==> src/rtl/ibram_port_arbiter_pkg.sv <==
// Shared types and configuration for the ibram port arbiter.
// Build option: IBRAM_ARB_STARVE_GUARD_EN enables the starvation guard.
package taiga_config;
    localparam int IBRAM_STARVE_LIMIT = 8;
endpackage

package taiga_types;
    typedef enum logic [1:0] {
        OWN_NONE  = 2'd0,
        OWN_FETCH = 2'd1,
        OWN_SEC   = 2'd2
    } ibram_owner_t;
endpackage

==> src/rtl/ibram_port_arbiter_starve_counter.sv <==
// Saturating wait counter for the secondary requester plus its force flag.
// Only instantiated when IBRAM_ARB_STARVE_GUARD_EN is defined.
module ibram_starve_counter #(
    parameter int LIMIT = 8
) (
    input  logic clk,
    input  logic rst,
    input  logic sec_req_i,
    input  logic sec_gnt_i,
    output logic force_o
);
    localparam int CW = $clog2(LIMIT + 1);
    localparam logic [CW-1:0] LIM = CW'(LIMIT);

    logic [CW-1:0] cnt_q;
    logic [CW-1:0] cnt_d;

    always_comb begin
        cnt_d = cnt_q;
        if (!sec_req_i || sec_gnt_i) begin
            cnt_d = '0;
        end else if (cnt_q != LIM) begin
            cnt_d = cnt_q + CW'(1);
        end
    end

    always_ff @(posedge clk) begin
        if (rst) begin
            cnt_q <= '0;
        end else begin
            cnt_q <= cnt_d;
        end
    end

    assign force_o = sec_req_i & (cnt_q == LIM);
endmodule

==> src/rtl/ibram_port_arbiter.sv <==
// Shares the ibram port between fetch (priority) and a secondary requester.
// Build option: IBRAM_ARB_STARVE_GUARD_EN adds a forced secondary slot.
module ibram_port_arbiter
    import taiga_types::*;
#(
    parameter int ADDR_W       = 14,
    parameter int STARVE_LIMIT = taiga_config::IBRAM_STARVE_LIMIT
) (
    input  logic              clk,
    input  logic              rst,
    input  logic              fetch_req,
    input  logic [ADDR_W-1:0] fetch_addr,
    input  logic              fetch_flush,
    output logic              fetch_ready,
    output logic              fetch_data_valid,
    output logic [31:0]       fetch_data,
    input  logic              sec_req,
    input  logic              sec_we,
    input  logic [ADDR_W-1:0] sec_addr,
    input  logic [3:0]        sec_be,
    input  logic [31:0]       sec_wdata,
    output logic              sec_gnt,
    output logic              sec_rvalid,
    output logic [31:0]       sec_rdata,
    output logic              bram_en,
    output logic [ADDR_W-1:0] bram_addr,
    output logic [3:0]        bram_be,
    output logic [31:0]       bram_data_in,
    input  logic [31:0]       bram_data_out
);
    ibram_owner_t owner_q;
    ibram_owner_t owner_d;
    logic         kill_q;
    logic         kill_d;
    logic         force_sec;
    logic         fetch_gnt;

`ifdef IBRAM_ARB_STARVE_GUARD_EN
    ibram_starve_counter #(
        .LIMIT(STARVE_LIMIT)
    ) u_starve (
        .clk      (clk),
        .rst      (rst),
        .sec_req_i(sec_req),
        .sec_gnt_i(sec_gnt),
        .force_o  (force_sec)
    );
`else
    logic unused_starve_limit;
    assign unused_starve_limit = (STARVE_LIMIT != 0);
    assign force_sec = 1'b0;
`endif

    // Grants are masked during reset so a held request cannot start a read.
    assign fetch_ready = ~force_sec;
    assign fetch_gnt   = ~rst & fetch_req & ~force_sec;
    assign sec_gnt     = ~rst & sec_req & (force_sec | ~fetch_req);

    always_comb begin
        bram_en      = fetch_gnt | sec_gnt;
        bram_addr    = sec_gnt ? sec_addr : fetch_addr;
        bram_be      = (sec_gnt & sec_we) ? sec_be : 4'b0000;
        bram_data_in = sec_wdata;
    end

    always_comb begin
        owner_d = OWN_NONE;
        if (fetch_gnt) begin
            owner_d = OWN_FETCH;
        end else if (sec_gnt && !sec_we) begin
            owner_d = OWN_SEC;
        end
        kill_d = fetch_gnt & fetch_flush;
    end

    always_ff @(posedge clk) begin
        if (rst) begin
            owner_q <= OWN_NONE;
            kill_q  <= 1'b0;
        end else begin
            owner_q <= owner_d;
            kill_q  <= kill_d;
        end
    end

    // Reset masks the return path so an in-flight read never surfaces.
    assign fetch_data_valid = ~rst & (owner_q == OWN_FETCH)
                            & ~kill_q & ~fetch_flush;
    assign fetch_data       = bram_data_out;
    assign sec_rvalid       = ~rst & (owner_q == OWN_SEC);
    assign sec_rdata        = bram_data_out;
endmodule

==> config.mk <==
export PLATFORM = sky130hd
export DESIGN_NAME = ibram_port_arbiter
export DESIGN_NICKNAME = d
export VERILOG_FILES = /design/src/rtl/ibram_port_arbiter_pkg.sv /design/src/rtl/ibram_port_arbiter_starve_counter.sv /design/src/rtl/ibram_port_arbiter.sv
export SDC_FILE = /design/constraint.sdc
export NUM_CORES = 1
export LEC_CHECK = 0
export CORE_AREA = 2 2 85 87
export DETAILED_ROUTE_END_ITERATION = 10
export DIE_AREA = 0 0 87 89
export PLACE_DENSITY = 0.71
export REMOVE_ABC_BUFFERS = 1
export SYNTH_ARGS = -nofsm -noshare
export SYNTH_HDL_FRONTEND = slang
export SYNTH_SLANG_ARGS = --single-unit
==> constraint.sdc <==
create_clock -name clk -period 3.5 [get_ports clk]
set_input_delay 0.7 -clock clk [delete_from_list [all_inputs] [get_ports clk]]
set_output_delay 0.7 -clock clk [all_outputs]
set_load 0.02 [all_outputs]
==> results.cfg <==
[detailed_routing]
viasPerCell = 4.36
drtPass1Iterations = 4
drtAntennaViolNets = 0
wire_per_inst_um = 53.5
num_vias = 781
drt_iter0_drc = 43
drt_drc_violations_left = 0
routed_wl_um = 9580

[logic_synthesis]
yosysSeqAreaShare_pct = 5.44
yosys_warnings = 0
synth_edf_count = 0
syn_inst = 130
yosysMostFrequentCell = buf_4
synth_common_cells = buf_4, mux2_4, mux2_2, and2_1, dfxtp_1
async_flop_share_pct = 0
synth-seq-cells = 3
ys.flop_type = dfxtp_1
synth.area.top_cells = buf_4, mux2_4, mux2_2, dfxtp_1, and2_1
syn-cell-area_um2 = 1100
syn_area_per_cell_um2 = 8.49
yosys.area.top_type = buf_4
synth.distinct_cells = 15
synth_top_area_share_pct = 66.0

[grt]
grt.total_usage_pct = 23.7
grt-ovfl-total = 0
grt_pass1_vias = 779
antenna_found_initial = 0
grt_pass1_wl_um = 10800
grt_max_degree = 8

[pwr]
power.density_nw_per_um2 = 231
p_seq_share_pct = 14.0
pwr-share-clk_pct = 39.6
p_leak_nw = 0.417
p_switching_mw = 0.0674
p_total_mw = 0.259
vdd_drop_max_v = 0.000137
combPwrFrac_pct = 46.3
internal_power_mw = 0.192
switching_share_pct = 26.0

[clocking]
ctsHoldBuffers = 0
cts_buffers = 3
cts_max_level = 1
clock_sinks = 3
postCtsResizedCells = 0
post_cts_buffers = 0
cts_root_buffer = clkbuf_8
clk_pin_slew_worst_paths_ps = 30
cts_max_path_buffers = 2
cts_tree = done

[sta]
final-max-slew-violation-count = 0
hold_viol = 0
clock.fmax_mhz = 304
setup_violations = 0
rsz0062_at_grt = no
finalCritPeriodShare_pct = 93.9
min_period_ps = 3290
setup_ws_ps = 212
tns_ps = 0

[critical_path]
critical_path_class = input pin to primary output
critPathLaunchType = input pin
path_max_fanout = 7
cp.arrival_ps = 2590
end_kind = primary output
cp.required_ps = 2800

[finish]
diodes = 0
drive_gt1_share_pct = 23.2
final_cells = 179
nets = 202
synthToLayoutAreaGrowth_pct = 1.59

[floorplan]
die_h_um = 89
die_w_um = 87
io_pins = 221
die_area_um2 = 7740
core.rowCount = 30
core-area_um2 = 6720
start_util_pct = 16.4

[run_status]
outcome = completed

[placed_design]
io_buffers = 59
place_ws_ps = 210
routabilityCongestion = 0.822
dp_hpwl_um = 9110
place_inst = 175

[flow_run]
drv_cap = 0

[worst_hold_path]
hold_path_class = input pin to flop
hold_path_depth = 2
placed cells by master, fill, tap and decap left out:
cell type	Yosys	routed
and2_1	5	5
and2b_1	1	1
and4bb_2	1	1
buf_4	97	4
clkbuf_1	0	1
clkbuf_8	0	3
clkdlybuf4s50_1	0	59
conb_1	1	1
dfxtp_1	3	3
mux2_2	6	6
mux2_4	8	8
nand2b_1	1	1
nor2_1	2	2
nor2b_1	1	1
nor3b_1	1	1
nor3b_4	1	1
nor4_1	1	1
cell families (layout without fill, tap and decap cells):
| group | after synthesis | after routing | synth area share, % |
|---|---|---|---|
| buffers and inverters | 98 | 67 | 67.8 |
| muxes | 14 | 14 | 17.0 |
| and+or+nand+nor | 14 | 14 | 9.41 |
| DFF | 3 | 3 | 5.44 |
| other | 1 | 1 | 0.340 |
state kept, by name (all words and copies together) (netlist names):
signal,flops
kill_q,1
owner_q,2
layer usage:
layer,vias up,track usage (%),share of wire [%]
met4,0,7.95,2.8
met1,301,8.50,13
met5,-,0,0
met2,218,45.2,53
li1,248,-,-
met3,14,34.3,31
per-stage QoR:
stage | instance area [um^2] | util, % | hold slack, ps
after detailed placement | 1080 | 16.0 | 1300
after global placement | 1080 | 16.0 | 1280
after floorplan | 355 | - | 772
after global routing | 1120 | 16.7 | 1090
final | 1120 | 16.7 | 1070
after CTS | 1120 | 16.7 | 1080
area by class of cell:
type                    count  area [um^2]
clock buffers               4         45.0
fillers                   753         5600
multi-input cells          29          295
flip-flops and latches      3         60.1
well taps                  80          100
repair buffers             63          621
path summary, 6_finish.rpt:
kind	to	slack [ps]	from
hold / removal	owner_q[1]	1070	sec_we
setup / recovery	bram_addr[7]	210	fetch_req
power by group through the flow:
stage / Clock, mW / Sequential [mW] / Combinational (mW)
finish: 0.103 / 0.0364 / 0.120
global route: 0.107 / 0.0366 / 0.127
CTS: 0.103 / 0.0364 / 0.121
detailed placement: 0 / 0.0368 / 0.120
global placement: 0 / 0.0367 / 0.119
floorplan: 0 / 0.0367 / 0.0439
critical path: stages:
cell	delay (ps)
clkdlybuf4s50_1	490
nor3b_4	290
buf_4	240
mux2_4	310
clkdlybuf4s50_1	540
Note: power is estimated with default switching activity, not from simulation.
